### src/rtl/noc_node_traffic_gen_if.sv
// Resource channel pair between a NoC node and its traffic generator/sink.
// master = traffic generator side, slave = NoC router side.
interface noc_node_traffic_gen_if #(
  parameter int CHANNEL_W = 10
);
  logic [CHANNEL_W-1:0] tx_data;
  logic                 tx_vld;
  logic                 tx_rdy;
  logic [CHANNEL_W-1:0] rx_data;
  logic                 rx_vld;
  logic                 rx_rdy;

  modport master (
    output tx_data, tx_vld,
    input  tx_rdy,
    input  rx_data, rx_vld,
    output rx_rdy
  );

  modport slave (
    input  tx_data, tx_vld,
    output tx_rdy,
    output rx_data, rx_vld,
    input  rx_rdy
  );
endinterface

### src/rtl/noc_node_traffic_gen.sv
// Per-node NoC traffic generator (HEAD/BODY/TAIL bursts) and sink checker.
// Optional macro NOC_TGEN_RX_BP_EN: LFSR-driven pseudo-random rx backpressure.
module noc_node_traffic_gen #(
  parameter int ROW_N      = 3,
  parameter int COL_M      = 3,
  parameter int NODE_ROW   = 0,
  parameter int NODE_COL   = 0,
  parameter int CHANNEL_W  = 10,
  parameter int FLIT_ID_W  = 2,
  parameter int LEN_W      = 4,
  parameter int CNT_W      = 16,
  parameter int GAP_CYCLES = 0,
  localparam int ROW_W     = (ROW_N > 1) ? $clog2(ROW_N) : 1,
  localparam int COL_W     = (COL_M > 1) ? $clog2(COL_M) : 1
) (
  input  logic                  clk_i,
  input  logic                  rst_ni,
  input  logic                  start_i,
  input  logic [ROW_W-1:0]      dest_row_i,
  input  logic [COL_W-1:0]      dest_col_i,
  input  logic [LEN_W-1:0]      body_len_i,
  input  logic [7:0]            pckt_num_i,
  output logic                  busy_o,
  output logic                  done_o,
  noc_node_traffic_gen_if.master ch,
  output logic [CNT_W-1:0]      rx_pckt_cnt_o,
  output logic [CNT_W-1:0]      err_cnt_o,
  output logic                  err_o
);

  localparam int PLD_W = CHANNEL_W - FLIT_ID_W;
  localparam int IDX_W = LEN_W + 1;
  localparam int GAP_W = (GAP_CYCLES > 1) ? $clog2(GAP_CYCLES) : 1;

  localparam logic [FLIT_ID_W-1:0] ID_HEAD = FLIT_ID_W'(1);
  localparam logic [FLIT_ID_W-1:0] ID_BODY = FLIT_ID_W'(2);
  localparam logic [FLIT_ID_W-1:0] ID_TAIL = FLIT_ID_W'(3);

  typedef enum logic [2:0] {
    S_IDLE,
    S_HEAD,
    S_BODY,
    S_TAIL,
    S_GAP
  } gen_state_e;

  function automatic logic [PLD_W-1:0] idx_pld(input logic [IDX_W-1:0] v);
    logic [PLD_W-1:0] r;
    r = '0;
    for (int unsigned i = 0; i < IDX_W; i++) begin
      if (i < PLD_W) r[i] = v[i];
    end
    return r;
  endfunction

  // ---------------------------------------------------------------- generator
  gen_state_e           state_q, state_d;
  logic [IDX_W-1:0]     idx_q, idx_d;
  logic [8:0]           pkt_left_q, pkt_left_d;
  logic [GAP_W-1:0]     gap_q, gap_d;
  logic [ROW_W-1:0]     drow_q;
  logic [COL_W-1:0]     dcol_q;
  logic [LEN_W-1:0]     blen_q;
  logic                 load;
  logic                 done_d;
  logic                 tx_hs;
  logic [ROW_W-1:0]     drow_n;
  logic [COL_W-1:0]     dcol_n;
  logic [PLD_W-1:0]     head_pld;
  logic [CHANNEL_W-1:0] flit_d;
  logic [CHANNEL_W-1:0] tx_data_q;
  logic                 tx_vld_q;
  logic                 done_q;

  assign tx_hs = tx_vld_q && ch.tx_rdy;

  always_comb begin
    state_d    = state_q;
    idx_d      = idx_q;
    pkt_left_d = pkt_left_q;
    gap_d      = gap_q;
    load       = 1'b0;
    done_d     = 1'b0;
    case (state_q)
      S_IDLE: begin
        if (start_i) begin
          load       = 1'b1;
          state_d    = S_HEAD;
          pkt_left_d = {pckt_num_i == 8'd0, pckt_num_i};
        end
      end
      S_HEAD: begin
        if (tx_hs) begin
          idx_d   = IDX_W'(1);
          state_d = (blen_q == '0) ? S_TAIL : S_BODY;
        end
      end
      S_BODY: begin
        if (tx_hs) begin
          idx_d = idx_q + IDX_W'(1);
          if (idx_q == {1'b0, blen_q}) state_d = S_TAIL;
        end
      end
      S_TAIL: begin
        if (tx_hs) begin
          pkt_left_d = pkt_left_q - 9'd1;
          if (pkt_left_q == 9'd1) begin
            state_d = S_IDLE;
            done_d  = 1'b1;
          end else if (GAP_CYCLES > 0) begin
            state_d = S_GAP;
            gap_d   = GAP_W'(GAP_CYCLES - 1);
          end else begin
            state_d = S_HEAD;
          end
        end
      end
      S_GAP: begin
        if (gap_q == '0) state_d = S_HEAD;
        else             gap_d   = gap_q - GAP_W'(1);
      end
      default: state_d = S_IDLE;
    endcase
  end

  // The flit register is loaded from the next state, so the HEAD of a fresh
  // burst must see the destination inputs directly rather than the captures.
  assign drow_n = load ? dest_row_i : drow_q;
  assign dcol_n = load ? dest_col_i : dcol_q;

  always_comb begin
    head_pld = '0;
    head_pld[ROW_W+COL_W-1:0] = {drow_n, dcol_n};
    flit_d = '0;
    case (state_d)
      S_HEAD:  flit_d = {ID_HEAD, head_pld};
      S_BODY:  flit_d = {ID_BODY, idx_pld(idx_d)};
      S_TAIL:  flit_d = {ID_TAIL, idx_pld(idx_d)};
      default: flit_d = '0;
    endcase
  end

  always_ff @(posedge clk_i) begin
    if (!rst_ni) begin
      state_q    <= S_IDLE;
      idx_q      <= '0;
      pkt_left_q <= '0;
      gap_q      <= '0;
      drow_q     <= '0;
      dcol_q     <= '0;
      blen_q     <= '0;
      tx_data_q  <= '0;
      tx_vld_q   <= 1'b0;
      done_q     <= 1'b0;
    end else begin
      state_q    <= state_d;
      idx_q      <= idx_d;
      pkt_left_q <= pkt_left_d;
      gap_q      <= gap_d;
      if (load) begin
        drow_q <= dest_row_i;
        dcol_q <= dest_col_i;
        blen_q <= body_len_i;
      end
      tx_data_q  <= flit_d;
      tx_vld_q   <= (state_d == S_HEAD) || (state_d == S_BODY) || (state_d == S_TAIL);
      done_q     <= done_d;
    end
  end

  assign ch.tx_data = tx_data_q;
  assign ch.tx_vld  = tx_vld_q;
  assign busy_o     = (state_q != S_IDLE);
  assign done_o     = done_q;

  // --------------------------------------------------------------------- sink
  logic [FLIT_ID_W-1:0] rx_id;
  logic [PLD_W-1:0]     rx_pld;
  logic                 rx_hs;
  logic                 dest_hit;
  logic                 open_q, open_d;
  logic [PLD_W-1:0]     exp_q, exp_d;
  logic                 pkt_err_q, pkt_err_d;
  logic                 rx_err;
  logic                 rx_close;
  logic [CNT_W-1:0]     rx_cnt_q;
  logic [CNT_W-1:0]     err_cnt_q;
  logic                 err_q;

  assign rx_id    = ch.rx_data[CHANNEL_W-1 -: FLIT_ID_W];
  assign rx_pld   = ch.rx_data[PLD_W-1:0];
  assign rx_hs    = ch.rx_vld && ch.rx_rdy;
  assign dest_hit = (rx_pld[ROW_W+COL_W-1:0] == {ROW_W'(NODE_ROW), COL_W'(NODE_COL)});

  always_comb begin
    rx_err    = 1'b0;
    rx_close  = 1'b0;
    open_d    = open_q;
    exp_d     = exp_q;
    pkt_err_d = pkt_err_q;
    if (rx_hs) begin
      case (rx_id)
        ID_HEAD: begin
          rx_err    = open_q || !dest_hit;
          open_d    = 1'b1;
          exp_d     = PLD_W'(1);
          pkt_err_d = !dest_hit;
        end
        ID_BODY, ID_TAIL: begin
          if (!open_q) begin
            rx_err = 1'b1;
          end else begin
            if (rx_pld != exp_q) begin
              rx_err = 1'b1;
              exp_d  = rx_pld + PLD_W'(1);
            end else begin
              exp_d  = exp_q + PLD_W'(1);
            end
            if (rx_id == ID_TAIL) begin
              open_d    = 1'b0;
              pkt_err_d = 1'b0;
              rx_close  = !rx_err && !pkt_err_q;
            end else begin
              pkt_err_d = pkt_err_q || rx_err;
            end
          end
        end
        default: begin
          rx_err    = 1'b1;
          pkt_err_d = pkt_err_q || open_q;
        end
      endcase
    end
  end

  always_ff @(posedge clk_i) begin
    if (!rst_ni) begin
      open_q    <= 1'b0;
      exp_q     <= '0;
      pkt_err_q <= 1'b0;
      rx_cnt_q  <= '0;
      err_cnt_q <= '0;
      err_q     <= 1'b0;
    end else begin
      open_q    <= open_d;
      exp_q     <= exp_d;
      pkt_err_q <= pkt_err_d;
      if (rx_close && (rx_cnt_q != '1))  rx_cnt_q  <= rx_cnt_q + CNT_W'(1);
      if (rx_err && (err_cnt_q != '1))   err_cnt_q <= err_cnt_q + CNT_W'(1);
      if (rx_err)                        err_q     <= 1'b1;
    end
  end

  assign rx_pckt_cnt_o = rx_cnt_q;
  assign err_cnt_o     = err_cnt_q;
  assign err_o         = err_q;

`ifdef NOC_TGEN_RX_BP_EN
  logic [7:0] lfsr_q;

  // x^8 + x^6 + x^5 + x^4 Fibonacci; seed keeps rx_rdy high in reset.
  always_ff @(posedge clk_i) begin
    if (!rst_ni) lfsr_q <= 8'hA5;
    else         lfsr_q <= {lfsr_q[6:0], lfsr_q[7] ^ lfsr_q[5] ^ lfsr_q[4] ^ lfsr_q[3]};
  end

  assign ch.rx_rdy = |lfsr_q[1:0];
`else
  assign ch.rx_rdy = 1'b1;
`endif

endmodule

### src/flat_wrapper.sv
// flat-port wrapper written by rule: the top's interface ports become plain ports
module noc_node_traffic_gen_flat 
#(
  parameter int ROW_N      = 3,
  parameter int COL_M      = 3,
  parameter int NODE_ROW   = 0,
  parameter int NODE_COL   = 0,
  parameter int CHANNEL_W  = 10,
  parameter int FLIT_ID_W  = 2,
  parameter int LEN_W      = 4,
  parameter int CNT_W      = 16,
  parameter int GAP_CYCLES = 0,
  localparam int ROW_W     = (ROW_N > 1) ? $clog2(ROW_N) : 1,
  localparam int COL_W     = (COL_M > 1) ? $clog2(COL_M) : 1
)
  (clk_i, rst_ni, start_i, dest_row_i, dest_col_i, body_len_i, pckt_num_i, busy_o, done_o, rx_pckt_cnt_o, err_cnt_o, err_o, ch_tx_data, ch_tx_vld, ch_tx_rdy, ch_rx_data, ch_rx_vld, ch_rx_rdy);
  noc_node_traffic_gen_if #(.CHANNEL_W(CHANNEL_W)) ch_i ();
  input  logic clk_i;
  input  logic rst_ni;
  input  logic start_i;
  input  logic [ROW_W-1:0] dest_row_i;
  input  logic [COL_W-1:0] dest_col_i;
  input  logic [LEN_W-1:0] body_len_i;
  input  logic [7:0] pckt_num_i;
  output logic busy_o;
  output logic done_o;
  output logic [CNT_W-1:0] rx_pckt_cnt_o;
  output logic [CNT_W-1:0] err_cnt_o;
  output logic err_o;
  output wire logic [$bits(ch_i.tx_data)-1:0] ch_tx_data;
  output wire logic [$bits(ch_i.tx_vld)-1:0] ch_tx_vld;
  input wire logic [$bits(ch_i.tx_rdy)-1:0] ch_tx_rdy;
  input wire logic [$bits(ch_i.rx_data)-1:0] ch_rx_data;
  input wire logic [$bits(ch_i.rx_vld)-1:0] ch_rx_vld;
  output wire logic [$bits(ch_i.rx_rdy)-1:0] ch_rx_rdy;
  assign ch_tx_data = ch_i.tx_data;
  assign ch_tx_vld = ch_i.tx_vld;
  assign ch_i.tx_rdy = ch_tx_rdy;
  assign ch_i.rx_data = ch_rx_data;
  assign ch_i.rx_vld = ch_rx_vld;
  assign ch_rx_rdy = ch_i.rx_rdy;
  noc_node_traffic_gen #(.ROW_N(ROW_N), .COL_M(COL_M), .NODE_ROW(NODE_ROW), .NODE_COL(NODE_COL), .CHANNEL_W(CHANNEL_W), .FLIT_ID_W(FLIT_ID_W), .LEN_W(LEN_W), .CNT_W(CNT_W), .GAP_CYCLES(GAP_CYCLES)) u_core (.clk_i(clk_i), .rst_ni(rst_ni), .start_i(start_i), .dest_row_i(dest_row_i), .dest_col_i(dest_col_i), .body_len_i(body_len_i), .pckt_num_i(pckt_num_i), .busy_o(busy_o), .done_o(done_o), .ch(ch_i), .rx_pckt_cnt_o(rx_pckt_cnt_o), .err_cnt_o(err_cnt_o), .err_o(err_o));
endmodule
### config.mk
export PLATFORM = sky130hd
export DESIGN_NAME = noc_node_traffic_gen_flat
export DESIGN_NICKNAME = d
export VERILOG_FILES = /design/src/rtl/noc_node_traffic_gen_if.sv /design/src/rtl/noc_node_traffic_gen.sv /design/src/flat_wrapper.sv
export SDC_FILE = /design/constraint.sdc
export NUM_CORES = 1
export LEC_CHECK = 0
export ABC_AREA = 1
export BUFFER_PORTS_ARGS = -buffer_cell sky130_fd_sc_hd__buf_2
export CORE_MARGIN = 2
export CORE_UTILIZATION = 45
export CTS_CLUSTER_DIAMETER = 80
export DETAILED_ROUTE_END_ITERATION = 6
export PLACE_DENSITY_LB_ADDON = 0.3
export SYNTH_ARGS = -nofsm -noshare
export SYNTH_HDL_FRONTEND = slang
export SYNTH_SLANG_ARGS = --single-unit
export TNS_END_PERCENT = 1
### constraint.sdc
create_clock -name clk_i -period 2.1 [get_ports clk_i]
set_input_delay 0.315 -clock clk_i [delete_from_list [all_inputs] [get_ports clk_i]]
set_output_delay 0.315 -clock clk_i [all_outputs]
set_load 0.02 [all_outputs]
==> results by group <==
Timing
  – Post-Route Skew: ~0.0070 ns
  – Rel. slew slack: 66.2%
  – Worst slew pin tran: 0.504 ns
  – Final setup violation count: 0
  – Total Neg Setup Slack: 0 ns
  – RSZ-0062 raised after global routing: no
  – Final slew viol count: 0
  – Setup WS post-layout: a little over 0.2 ns
  – Fmax: 0.528 GHz
  – Minimum clock period: between 1.5 and 2 ns
  – Final Hold Viols: 0
  – Crit share post-route: between 90% and 100%

Drt
  – DR WL met2: ~5000 microns
  – Wl on met1: 4680 microns
  – Final WL: 10400 microns
  – TritonRoute pass-1 iters: 4
  – Drt wl/cell: approximately 12 microns
  – DR vias/cell: about 5.0
  – Highest routed layer: met4
  – # DRC: 0
  – Via count: roughly 4400
  – Antenna Nets Post-Route: 0
  – Initial DRC Count: 117
  – Met3 WL post-DR: 497 microns

Worst setup path
  – Critical Path Slowest Stage Cell: dfxtp_1
  – CP Class: flop to flop
  – CP required: 2.34 ns
  – Buf+Inv Stages, Crit Path: 2
  – Crit Path Max Fanout: 19
  – CP Capture Type: flop
  – Crit start category: flop
  – CP Cell Sequence: ha_1 -> nand3_1 -> inv_1 -> nand4_1 -> nand2_8 -> inv_2 -> nand2_1 -> a21oi_2
  – Largest stage delay, worst path: 0.43 ns
  – Cell family with most CP delay: simple AND/OR/NAND/NOR gates
  – WP data arrival: about 2.1 ns

GRT
  – Initial antenna violation count: 0
  – Largest net degree at the start of global routing: 26
  – Number of global-route vias before repair: ~4000
  – First-pass GRT wire length: approximately 17000 microns
  – Total gr overflow: 0
  – Tot GR Track Use: 20.3%

Logic synthesis
  – Post-synthesis cell area: between 4000 and 5000 sq um
  – Post-synth top cells: nand2_1, inv_1, dfxtp_1
  – Synth warn: 0
  – Yosys reg bits: 77
  – Most area-consuming cells after synthesis: dfxtp_1, nand2_1, inv_1, nor2_1, nand3_1
  – Post-synthesis sequential area ratio: between 30% and 40%
  – Ys async rst share: 0%
  – Post-synth top area share: between 30% and 40%
  – Netlist cell types: 44
  – EDFF count, synth: 0
  – Top_reg_cell synth: dfxtp_1
  – Syn avg cell area: slightly below 7 sq um
  – Cells after Synth: about 660
  – Cell with the most instances after synthesis: nand2_1
  – Leading area contributor after synthesis: dfxtp_1

Finish
  – Area grow syn2layout: 15.5%
  – Util after Layout: 52.9%
  – Share of layout cells above drive strength 1: about a fifth
  – Diodes inserted: 0
  – Cell area after layout: around 5000 sq um
  – Nets@finish: 773

CTS
  – Total clock buffers created by CTS: 9
  – CTS resizes: 0
  – Clock sink count: 77
  – Clk slew on worst S/H paths: about 0.08 ns
  – # hold bufs at CTS: 0
  – CTS tree: built
  – CTS max path bufs: 2
  – Setup repair bufs after CTS: 0
  – Worst-Skew Late Latency: between 0.3 and 0.4 ns
  – H-tree depth: 3
  – Root buffer cell: clkbuf_8

Floorplan
  – # rows: 36
  – Core area: between 9000 and 10000 sq um
  – I/O pin total: 78
  – Initial Util: a little under half
  – Die W: between 100 and 150 microns
  – Die area: 10600 sq um
  – Die height: between 100 and 150 microns

Pwr
  – Power Dens Cells: between 500 and 600 nW/um^2
  – P_leak: ~0.0022 uW
  – Final Power: slightly below 3000 uW
  – Worst ir drop on vdd: approximately 0.38 mV

Placed design
  – DP HPWL: between 7000 and 8000 microns
  – Dpl ws: ~0.22 ns
  – Placer Congestion: 0.870
  – Port-buffer cells: 73
  – Placed Area: slightly below 5000 sq um

Hold path
  – Class of the worst hold path: input port to flop

Job
  – Max_cap viols: 0

Run status
  – Status: finished, final reports clean
-- logic make-up after synthesis --
group | synth area share [%]
flip-flops | 34.9
buffers and inverters | 10.3
multiplexers | 0.908
other | 0.170
AND/OR/NAND/NOR | 34.3
AO/OA/AOI/OAI | 12.8
adder cells (fa/ha/maj) | 1.99
XOR/XNOR | 4.57
-- stage by stage --
step	hold WS, ns	cells
3_3_place_gp	0.464	857
2_1_floorplan	0.424	659
6_report	0.208	873
5_1_grt	0.202	873
4_1_cts	0.190	873
3_5_place_dp	0.468	857
-- flip-flops by register name, indices dropped and copies added, names as in the netlist, 3 cells and up --
register and count:
u_core.blen_q 4, u_core.ch.tx_data 7, u_core.err_cnt_o 16, u_core.exp_q 8
u_core.idx_q 5, u_core.pkt_left_q 9, u_core.rx_pckt_cnt_o 16, u_core.state_q 3
-- worst reg2reg max path, cell delays in order (launching register included) --
cell,delay (ns)
dfxtp_1,0.43
ha_1,0.27
nand3_1,0.13
inv_1,0.13
nand4_1,0.24
nand2_8,0.25
inv_2,0.15
nand2_1,0.11
a21oi_2,0.05
-- report_power, final --
part / leakage [uW] / internal [uW] / switching, uW / total, uW
registers: 0.000625 / 1500 / 28.7 / 1530
logic: 0.00148 / 125 / 244 / 369
clock network: 0.0000815 / 462 / 581 / 1040
total: 0.00218 / 2090 / 854 / 2940
-- layout make-up --
type	instances	area, sq um
clock buffer	11	141
inverter	91	342
fill	999	4540
clock inverter	5	36.3
timing repair buffer	83	440
tap	133	166
sequential	77	1540
multi-input combinational	473	2430
-- layer usage --
| metal | vias up | global-route usage (%) |
|---|---|---|
| met5 | - | 0 |
| met4 | 0 | 9.41 |
| met3 | 11 | 2.71 |
| met2 | 128 | 34.2 |
| met1 | 1988 | 25.9 |
| li1 | 2268 | - |
-- cells in the final DEF, fill, tap and decap left out, types with 2 or more instances in the layout --
master	count
buf_4	10
xor2_1	15
clkinv_1	2
xnor2_1	8
inv_1	83
o21ai_0	32
nor2_4	3
buf_2	73
nand2_1	168
a21oi_1	41
nor3_2	2
nor2_2	2
conb_1	5
nor4_1	4
nand4_1	12
mux2i_1	4
a21oi_2	9
dfxtp_1	77
clkbuf_8	10
a31oi_1	4
nand2_2	10
inv_2	6
or2_2	4
nand3b_1	4
nand3_1	44
ha_1	7
nor2_1	62
a211oi_1	3
nor3_1	17
clkinvlp_4	3
-- path summary, 6_finish.rpt --
check	startpoint	end	slack, ns	depth (start not counted)
setup / recovery	u_core.err_cnt_o[0]$_SDFFE_PN0P_	u_core.err_cnt_o[5]$_SDFFE_PN0P_	0.20	8
hold / removal	ch_rx_data[0]	u_core.exp_q[0]$_SDFFE_PN0P_	0.21	2
setup reg to reg	u_core.err_cnt_o[0]$_SDFFE_PN0P_	u_core.err_cnt_o[5]$_SDFFE_PN0P_	0.20	8
hold reg to reg	u_core.exp_q[1]$_SDFFE_PN0P_	u_core.exp_q[1]$_SDFFE_PN0P_	0.48	2
Note: power is estimated with default switching activity, not from simulation.
